$ cat config.mk
export PLATFORM = sky130hd
export DESIGN_NAME = prng_range_flat
export DESIGN_NICKNAME = d
export VERILOG_FILES = /design/src/rtl/prng_range_pkg.sv /design/src/rtl/prng_range_if.sv /design/src/rtl/prng_range_lfsr_step.sv /design/src/rtl/prng_range.sv /design/src/flat_wrapper.sv
export SDC_FILE = /design/constraint.sdc
export NUM_CORES = 1
export LEC_CHECK = 0
export CORE_MARGIN = 5
export CORE_UTILIZATION = 35
export CTS_CLUSTER_SIZE = 40
export DETAILED_ROUTE_END_ITERATION = 8
export PLACE_DENSITY = 0.68
export RECOVER_POWER = 50
export SYNTH_ARGS = -nofsm -noshare
export SYNTH_HDL_FRONTEND = slang
export SYNTH_HIERARCHICAL = 1
export SYNTH_SLANG_ARGS = --single-unit
$ cat constraint.sdc
create_clock -name clka -period 1.3 [get_ports clka]
set_clock_uncertainty 0.1 [all_clocks]
set_input_delay 0.26 -clock clka [delete_from_list [all_inputs] [get_ports clka]]
set_output_delay 0.26 -clock clka [all_outputs]
set_load 0.005 [all_outputs]
$ cat src/rtl/prng_range_pkg.sv
// prng_pkg: LFSR tap constants, FSM state type and a parameter legality check for prng_range.
package prng_pkg;

    typedef enum logic {IDLE, STEP} state_e;

    function automatic logic [31:0] taps(input int width);
        return width == 8  ? 32'h0000_00B8 :
               width == 16 ? 32'h0000_B400 :
               width == 24 ? 32'h00E1_0000 : 32'hA300_0000;
    endfunction

    // True when the output window lies in the upper half of the OUT_W range,
    // which is what lets a single subtraction fold a rejected candidate.
    function automatic bit cfg_ok(input longint width, out_w, range, max_tries);
        return (width == 8 || width == 16 || width == 24 || width == 32) &&
               out_w >= 1 && out_w <= width &&
               range > (64'(1) << (out_w - 1)) && range <= (64'(1) << out_w) &&
               max_tries >= 1;
    endfunction

endpackage

$ cat src/rtl/prng_range_if.sv
// prng_range_if: request/valid handshake between game controller, food placer and prng_range.
interface prng_range_if #(parameter int OUT_W = 6);
    logic             request_rand;
    logic             busy;
    logic             rand_valid;
    logic [OUT_W-1:0] random_num;
    modport master (output request_rand, input busy, rand_valid, random_num);
    modport slave  (input request_rand, output busy, rand_valid, random_num);
endinterface

$ cat src/rtl/prng_range_lfsr_step.sv
// lfsr_step: one right-shifting Galois LFSR step with maximal-length taps for WIDTH.
module lfsr_step
    import prng_pkg::*;
#(
    parameter int WIDTH = 8
) (
    input  logic [WIDTH-1:0] state_i,
    output logic [WIDTH-1:0] next_o
);
    localparam logic [WIDTH-1:0] TAPS = WIDTH'(taps(WIDTH));

    assign next_o = (state_i >> 1) ^ (state_i[0] ? TAPS : '0);
endmodule

$ cat src/rtl/prng_range.sv
// prng_range: LFSR with rejection sampling into [0, RANGE-1] and bounded-try fallback.
// Define PRNG_FREE_RUN_EN to keep the LFSR stepping while IDLE.
module prng_range
    import prng_pkg::*;
#(
    parameter int WIDTH     = 8,
    parameter int OUT_W     = 6,
    parameter int RANGE     = 48,
    parameter int SEED      = 1,
    parameter int MAX_TRIES = 8
) (
    input  logic         clka,
    input  logic         restart,
    prng_range_if.slave  bus
);
    localparam int              TW       = MAX_TRIES > 1 ? $clog2(MAX_TRIES) : 1;
    localparam logic [WIDTH-1:0] RST_LFSR = SEED == 0 ? WIDTH'(1) : WIDTH'(SEED);
    localparam logic [OUT_W:0]   RANGE_X  = (OUT_W + 1)'(RANGE);
`ifdef PRNG_FREE_RUN_EN
    localparam bit FREE_RUN = 1'b1;
`else
    localparam bit FREE_RUN = 1'b0;
`endif

    if (!cfg_ok(WIDTH, OUT_W, RANGE, MAX_TRIES)) begin : g_bad_cfg
        $error("prng_range: illegal WIDTH/OUT_W/RANGE/MAX_TRIES combination");
    end

    state_e           state_q, state_d;
    logic [WIDTH-1:0] lfsr_q, lfsr_d, lfsr_nx;
    logic [TW-1:0]    tries_q, tries_d;
    logic [OUT_W-1:0] num_q, num_d, cand;
    logic             valid_q, valid_d, accept, give_up;

    lfsr_step #(.WIDTH(WIDTH)) u_step (.state_i(lfsr_q), .next_o(lfsr_nx));

    assign cand    = lfsr_nx[OUT_W-1:0];
    assign accept  = {1'b0, cand} < RANGE_X;
    assign give_up = tries_q == TW'(MAX_TRIES - 1);

    always_comb begin
        state_d = state_q;
        lfsr_d  = lfsr_q;
        tries_d = tries_q;
        num_d   = num_q;
        valid_d = 1'b0;
        if (state_q == IDLE) begin
            lfsr_d = FREE_RUN ? lfsr_nx : lfsr_q;
            if (bus.request_rand) begin
                state_d = STEP;
                tries_d = '0;
            end
        end else begin
            lfsr_d  = lfsr_nx;
            tries_d = tries_q + 1'b1;
            if (accept || give_up) begin
                state_d = IDLE;
                valid_d = 1'b1;
                // Rejected candidates lie in [RANGE, 2^OUT_W), so one subtraction lands in range.
                num_d   = accept ? cand : cand - RANGE_X[OUT_W-1:0];
            end
        end
    end

    always_ff @(posedge clka) begin
        if (restart) begin
            state_q <= IDLE;
            lfsr_q  <= RST_LFSR;
            tries_q <= '0;
            num_q   <= '0;
            valid_q <= 1'b0;
        end else begin
            state_q <= state_d;
            lfsr_q  <= lfsr_d;
            tries_q <= tries_d;
            num_q   <= num_d;
            valid_q <= valid_d;
        end
    end

    assign bus.busy       = state_q == STEP;
    assign bus.rand_valid = valid_q;
    assign bus.random_num = num_q;
endmodule

$ cat src/flat_wrapper.sv
// flat-port wrapper written by rule: the top's interface ports become plain ports
module prng_range_flat import prng_pkg::*;
#(
    parameter int WIDTH     = 8,
    parameter int OUT_W     = 6,
    parameter int RANGE     = 48,
    parameter int SEED      = 1,
    parameter int MAX_TRIES = 8
)
  (clka, restart, bus_request_rand, bus_busy, bus_rand_valid, bus_random_num);
  prng_range_if #(.OUT_W(OUT_W)) bus_i ();
  input  logic clka;
  input  logic restart;
  input wire logic [$bits(bus_i.request_rand)-1:0] bus_request_rand;
  output wire logic [$bits(bus_i.busy)-1:0] bus_busy;
  output wire logic [$bits(bus_i.rand_valid)-1:0] bus_rand_valid;
  output wire logic [$bits(bus_i.random_num)-1:0] bus_random_num;
  assign bus_i.request_rand = bus_request_rand;
  assign bus_busy = bus_i.busy;
  assign bus_rand_valid = bus_i.rand_valid;
  assign bus_random_num = bus_i.random_num;
  prng_range #(.WIDTH(WIDTH), .OUT_W(OUT_W), .RANGE(RANGE), .SEED(SEED), .MAX_TRIES(MAX_TRIES)) u_core (.clka(clka), .restart(restart), .bus(bus_i));
endmodule
Yosys cells after proc, flatten, opt, wreduce, memory -nomap -nowiden
Index checks and enable logic that the tools add are counted.
Widths: inputs -> output; s select.
- register bits: 19
- bits of input ports: 3
- output and inout bits: 8
- word-level logic and storage cells: 23
- add/sub/neg operators: 2
- $lt $le $gt $ge: 1
- equal/unequal tests: 1
- mux-type cells: 8
- bitwise gates (word level): 2
- reductions and logical operators: 4
- operator list (cell ; count):
    $mux 8 ; 1
    $xor 7x8->8 ; 1
    $lt 6x6->1 const B ; 1
    $mux 3 ; 2
    $mux 6 ; 1
    $sub 6x6->6 const B ; 1
    $mux 1 ; 4
    $add 3x1->3 const B ; 1
    $eq 3x3->1 const B ; 1
    $reduce_and 2->1 ; 1
    $reduce_bool 2->1 ; 1
    $reduce_or 2->1 ; 1
    $logic_or 1x1->1 ; 1
    $not 1->1 ; 1

Logic depth before layout (Yosys ltp)
Gate-level depths: netlist (run 1).
- word-level depth: 6
- depth in mapped cells: 5
- depth with buffers taken out: 5

Modules after synthesis
Netlist (run 1), hierarchy kept.
- by module, submodules not included (module ; instances ; cells each ; area each (sq um) ; sequential area each (sq um)):
    prng_range ; 1 ; 67 ; 737.0 ; 380.4
    lfsr_step ; 1 ; 8 ; 63.8 ; 0.0

Least setup slack after synthesis (run 1)
OpenSTA, ideal clock, no wires.
- kind: register to register
- start point: register u_core.tries_q[0]
- end point: register u_core.num_q[0] (netlist: u_core/bus.random_num[0])
- library setup time: 0.117 ns
- arrival: 1.235 ns
- data required time: 1.083 ns
- setup slack: -0.152 ns
- stages on the path, launching flop included: 6
- buffers on the path: 0
- clock period less this slack: 1.452 ns
- path through: dfxtp_1 > ha_1 > ha_1 > and3b_4 > nor3_4 > a22o_1
- longest elaborated chain between the ends: 3
- RTL lines (item ; line ; source):
    start: declaration ; prng_range.sv:31 ; logic [TW-1:0] tries_q, tries_d;
    start signal: assignment ; prng_range.sv:75 ; tries_q <= tries_d;
    $eq 3x3->1 ; prng_range.sv:39 ; assign give_up = tries_q == TW'(MAX_TRIES - 1);
    $logic_or 1x1->1 ; prng_range.sv:56 ; if (accept || give_up) begin
    $reduce_and 2->1 (no source line) ; n/a ;
    end signal: assignment ; prng_range.sv:76 ; num_q <= num_d;
    end: declaration ; prng_range.sv:32 ; logic [OUT_W-1:0] num_q, num_d, cand;
Every way passes these cells.
A chain may end at the register's enable or synchronous reset.

Final worst setup path (run 1)
- start point: register u_core.tries_q[1]
- end point: register u_core.num_q[3] (netlist: u_core/bus.random_num[3])
The elaborated chain is that of the path after synthesis.

==> results.toml, run 1 <==
[synth]
yosys-top-cells-area = "dfxtp_1 48%, mux2i_1 10%, buf_4 5.6%, nor2_1 5.2%, a22o_1 4.4%"
synth_top_family_by_area = "simple AND/OR/NAND/NOR gates"
synth_cells = 75
synth_nets = 80
synth_compound_area_share_pct = 11.25
post_synth_xor_area_fraction_pct = 3.281
synth_largest_area_cell = "dfxtp_1"
synth_area_um2 = 800.8
async_reset_ff_share_pct = 0
yosys_warnings = 6
synth-edff-count = 0
yosysTopAreaCellShare_pct = 47.50
ys_types = 21
ys_top_cells_by_count = "19 x dfxtp_1, 11 x nor2_1, 8 x mux2i_1"
synth_ff_type = "dfxtp_1"
postSynthAreaPerCell_um2 = 10.68
synth_mux_area_share_pct = 10.00
yosys.area_share.simple_pct = 16.41
synth-seq-cells = 19
synth.most_common_cell = "dfxtp_1"
ys_seq_area_share_pct = 47.50
yosys.area_share.adder_pct = 3.125

[global_routing]
grt-ovfl-total = 0
grt_max_degree = 16
first_global_vias = 590
grt_pass1_wl_um = 2601
antenna_found_initial = 0
grt.total_usage_pct = 10.10

[setup_path]
arrival_ns = 1.55
crit_chain = "ha_4 -> ha_4 -> and3b_4 -> nor3_4 -> a22o_1"
slowest_delay_ns = 0.35
critPathRequiredTime_ns = 1.40
cp-start-kind = "register"
crit_fanout = 5
critPathCaptureType = "register"
path_class = "register to register"
slowest_stage = "dfxtp_2"
cpMostUsedCell = "ha_4"

[clock_tree]
root_buffer = "clkbuf_4"
clock-sinks = 19
cts_buffer_depth = 2
cts_tree = "yes"
cts_buffers = 3
clk_pin_slew_ns = 0.11
cts_max_level = 1
clkLatencyLatePin_ns = 0.30

[pwr]
internal-power_w = 0.0008983
vdd_ir_drop_max_mv = 0.5265
leakage_nw = 0.4554
powerDensity_nw_per_um2 = 1187
swShare_pct = 27.64
clkPwrFrac_pct = 24.5
switching_power_w = 0.0003431
pwr-share-seq_pct = 53.1
comb_power_share_pct = 22.4

[sta]
fin_setup_tns_ns = -0.6115
fin_crit_sh_pct = 111.9
slew_headroom_pct = 84.28
fmax_mhz = 687.2
min_period_ns = 1.455
grt_setup_unrepaired = "true"
finalWorstSetupSlack_ns = -0.1551
slew_viol_final = 0
setup_violations = 5
tightestPinTransition_ns = 0.2351
fin_hold_ws_ns = 0.3756
hold_violations = 0

[die]
die_y_um = 57.83
start_util_pct = 36.55
core_area_um2 = 2191
die_area_um2 = 3344
ioPinCount = 11
rows = 17
die_w_um = 57.83

[run]
cap_violations = 0

[hold_path]
hp-class = "register to register"

[status]
status = "finished with violations"
violations = "setup timing"

[place]
io_buffers = 10
hpwl_um = 1082
gp_congestion = 0.7280

[finish]
fill_cells = 200
drive_gt1_share_pct = 35.11
nNetsFinal = 100
area_growth_pct = 30.62
num_antenna_cells = 0

[detailed_routing]
drt-pass1-iter-count = 4
drc = 0
dr.first_iter.drc_count = 3
viasPerCell = 4.803
wirelength_um = 1520
wl_per_cell_um = 12.46
detail-route-antenna-nets = 0
vias = 586
[through the flow]
stage | setup WS, ns | instance area [um^2] | utilization [%] | total power, W | cells
4_1_cts | -0.1640 | 1060 | 48.37 | 0.001264 | 122
5_1_grt | -0.2075 | 1046 | 47.74 | 0.001312 | 122
3_3_place_gp | -0.1084 | 1002 | 45.75 | 0.0009450 | 114
2_1_floorplan | -0.07587 | 835.8 | - | 0.0008505 | 75
3_5_place_dp | -0.1192 | 1002 | 45.75 | 0.0009525 | 114
6_report | -0.1551 | 1046 | 47.74 | 0.001241 | 122
[cell families (layout without fill, tap and decap cells)]
| logic type | after synthesis | after routing |
|---|---|---|
| AND/OR/NAND/NOR | 22 | 22 |
| adder cells (fa/ha/maj) | 2 | 2 |
| buffers and inverters | 9 | 28 |
| XOR/XNOR | 3 | 3 |
| flip-flops | 19 | 19 |
| multiplexers | 8 | 8 |
| AO/OA/AOI/OAI | 12 | 12 |
[critical path: cells and delay by family, from the launching register on]
kind,cells,cell delay [ns]
flip-flops,1,0.35
adder cells (fa/ha/maj),2,0.31
AO/OA/AOI/OAI,1,0.23
AND/OR/NAND/NOR,2,0.37
[area by class of cell]
type | instances | area (um^2) | area share (%)
sequential | 19 | 391.6 | 37.44
multi-input combinational | 47 | 385.4 | 36.84
clock inverter | 1 | 5.005 | 0.4785
timing repair buffer | 23 | 200.2 | 19.14
tap | 28 | 35.03 | 3.349
inverter | 1 | 6.256 | 0.5981
clock buffer | 3 | 22.52 | 2.153
[state kept, by name, indices dropped and copies added, names as in the netlist]
register               count
u_core/bus.busy            1
u_core/bus.rand_valid      1
u_core/lfsr_q              8
u_core/bus.random_num      6
u_core/tries_q             3
[worst paths after layout]
| path | slack (ns) | endpoint | start | cells after the start |
|---|---|---|---|---|
| setup reg to reg | -0.16 | u_core/bus.random_num[3] | u_core/tries_q[1] | 5 |
| setup / recovery | -0.16 | u_core/bus.random_num[3] | u_core/tries_q[1] | 5 |
| hold / removal | 0.38 | u_core/bus.random_num[0] | u_core/bus.random_num[0] | 1 |
| hold reg to reg | 0.38 | u_core/bus.random_num[0] | u_core/bus.random_num[0] | 1 |
[power groups by stage]
stage	Combinational (W)	Clock (W)	Sequential, W
global placement	0.000275	0	0.000670
global route	0.000306	0.000342	0.000664
detailed placement	0.000281	0	0.000671
floorplan	0.000182	0	0.000669
CTS	0.000291	0.000313	0.000660
finish	0.000278	0.000305	0.000659
[metal layers]
layer  wire [um]  track usage (%)
met4          40            6.954
met2         799            17.58
met3          35            1.114
met5           0                0
met1         645            11.42
[cell usage in the layout, fill, tap and decap left out]
master,netlist,routed
a21oi_1,4,4
and2b_1,3,3
nand2_1,1,1
buf_12,0,1
dfxtp_1,19,10
nor2_1,11,11
xor2_2,0,1
clkbuf_4,0,4
clkinv_2,0,1
and3b_4,1,1
nand3b_1,1,1
xor2_1,3,2
a211o_1,1,1
nor2b_1,2,2
a22o_1,4,4
buf_4,6,11
mux2i_1,8,8
o21ai_0,2,1
inv_4,1,1
nor3_4,1,1
dfxtp_2,0,9
ha_4,0,2
nor3b_1,2,2
o21ba_4,1,1
dlygate4sd2_1,0,8
o21ai_1,0,1
clkdlybuf4s50_1,0,2
[what timing repair did]
item / 4_1_cts / 5_1_grt
resized for setup: 16 / 1
setup buffers: 4 / 0
endpoints found under the setup margin: 14 / 7
pin swaps: 0 / 0
hold buffers: 0 / 0
Note: power is estimated with default switching activity, not from simulation.
==> run 2, diff against run 1 <==
- ABC_AREA: default -> 1
- CAP_MARGIN: default -> 20
==> run 2 against run 1 <==
Net effect: highest routed layer is now met3; sequential share of layout area rose by 2.4 points; the flow now finishes without violations; area after synthesis fell by 0.94%; clock power fell by 6%; wire length fell by 1.6%; critical endpoint is now bus_random_num[5]; critical path type is now register to output pin; synthesized cell count rose by 39%.
==> results.toml, run 2 <==
[finish]
nNetsFinal = 121
drive_gt1_share_pct = 27.83
final_common_cell = "nand2_1"
area_growth_pct = 24.45
final_cell_area_um2 = 987.2
final_cell_mix = "27 x nand2_1, 16 x nor2_1, 10 x dfxtp_2"
largest_reg_flops = 8
regMostFlops = "u_core/lfsr_q"
num_antenna_cells = 0

[clock_tree]
cts_max_level = 1
cts_tree = "yes"
cts_buffers = 3
root_buffer = "clkbuf_4"
cts_buffer_depth = 2
cts_hold_buf = 0
clock-sinks = 19
clkLatencyLatePin_ns = 0.29
clk_pin_slew_ns = 0.11

[sta]
slew_viol_final = 0
fin_hold_ws_ns = 0.3612
setup_violations = 0
tightestPinTransition_ns = 0.3016
hold_violations = 0
fin_crit_sh_pct = 95.84
min_period_ns = 1.246
grt_setup_unrepaired = "true"
slew_headroom_pct = 79.86
fmax_mhz = 802.6

[die]
die_y_um = 57.61
die_area_um2 = 3318
die_w_um = 57.61
ioPinCount = 11
core_area_um2 = 2191
rows = 17
start_util_pct = 36.21

[detailed_routing]
vias = 672
wl_per_cell_um = 10.46
drc = 0
viasPerCell = 4.699
detail-route-antenna-nets = 0
dr.first_iter.drc_count = 18
wirelength_um = 1496
drt-pass1-iter-count = 4

[synth]
async_reset_ff_share_pct = 0
synth_nets = 109
synth-seq-cells = 19
synth_cells = 104
yosys_warnings = 6
synth_ff_type = "dfxtp_1"
yosys-top-cells-area = "dfxtp_1 48%, nand2_1 13%, nor2_1 7.6%, buf_4 6.6%, nand3_1 4.4%"
ys_top_cells_by_count = "28 x nand2_1, 19 x dfxtp_1, 16 x nor2_1"
synth_area_um2 = 793.3
ys_types = 15
synth.most_common_cell = "nand2_1"
postSynthAreaPerCell_um2 = 7.628
synth-edff-count = 0
ys_seq_area_share_pct = 47.95
synth_largest_area_cell = "dfxtp_1"
yosysTopAreaCellShare_pct = 47.95

[global_routing]
grt.total_usage_pct = 9.671
antenna_found_initial = 0
first_global_vias = 619
grt_max_degree = 20
grt-ovfl-total = 0
grt_pass1_wl_um = 2511

[status]
status = "finished clean"

[hold_path]
hp-start = "u_core/bus.random_num[5]"
hp-class = "register to register"
holdPathEnd = "u_core/bus.random_num[5]"
whs_path_depth = 2

[setup_path]
worstReg2RegEnd = "u_core/bus.random_num[0]"
r2r_cells = 7
path_class = "register to output pin"
path_delay_family = "flip-flops"
critPathCaptureType = "output pin"
ff2ff_setup_slack_ns = 0.07
slowest_stage = "dfxtp_2"
arrival_ns = 0.89
cp-start-kind = "register"
crit_chain = "dlygate4sd2_1"
critPathRequiredTime_ns = 0.94
path_buf_inv = 1
worst-path-stages = 1
slowest_delay_ns = 0.34
r2r_start = "u_core/tries_q[0]"
crit_fanout = 2

[pwr]
vdd_ir_drop_max_mv = 0.5600
powerDensity_nw_per_um2 = 1195
leakage_nw = 0.4686
total_power_w = 0.001179

[run]
cap_violations = 0

[place]
io_buffers = 10
gp_congestion = 0.7792
place_area_um2 = 879.6
hpwl_um = 1053
## run 2: layout make-up
class	count	area [um^2]
Timing Repair Buffer	15	127.6
Multi-Input combinational cell	70	377.9
Clock buffer	3	22.52
Clock inverter	1	5.005
Fill cell	228	1204
Inverter	7	26.28
Tap cell	28	35.03
Sequential cell	19	392.9
## run 2: power breakdown
| group | leakage, nW | internal, W | switching (W) |
|---|---|---|---|
| logic | 0.292 | 0.0000908 | 0.000134 |
| registers | 0.159 | 0.000634 | 0.0000326 |
| clock network | 0.0177 | 0.000114 | 0.000174 |
| total | 0.469 | 0.000839 | 0.000340 |
## run 2: cells by family after synthesis
group                    share of synthesized area, %
adder cells (fa/ha/maj)                         3.154
AND/OR/NAND/NOR                                 31.23
buffers and inverters                           11.36
AO/OA/AOI/OAI                                   6.308
flip-flops                                      47.95
## run 2: routing by layer
metal / vias to the layer above / GRT usage, % / wire [um]
li1: 354 / - / -
met1: 301 / 11.85 / 672
met2: 17 / 15.81 / 724
met3: 0 / 2.715 / 99
met4: 0 / 3.974 / 0
met5: - / 0 / 0
## run 2: how the worst max path moves through the flow
stage | from | end
floorplan | u_core/tries_q[0] | u_core/bus.busy
global placement | restart | u_core/lfsr_q[1]
detailed placement | restart | u_core/lfsr_q[7]
CTS | u_core/tries_q[0] | u_core/bus.random_num[4]
global route | u_core/tries_q[0] | u_core/bus.random_num[0]
finish | u_core/bus.random_num[5] | bus_random_num[5]
## run 2: timing repair
item	4_1_cts	5_1_grt
pin swaps	1	3
setup buffers	2	1
endpoints found under the setup margin	15	8
gates resized for setup	19	10
## run 2: per-stage QoR
step                      std cells  setup TNS (ns)  worst slack, ns  util (%)
final                           143               0          0.05411     45.06
after global routing            143        -0.04921         -0.02685     45.06
after CTS                       142               0          0.01274     42.66
after detailed placement        136         -0.1449         -0.02551     40.15
after global placement          136               0         0.001491     40.15
after floorplan                 104               0          0.08566         -
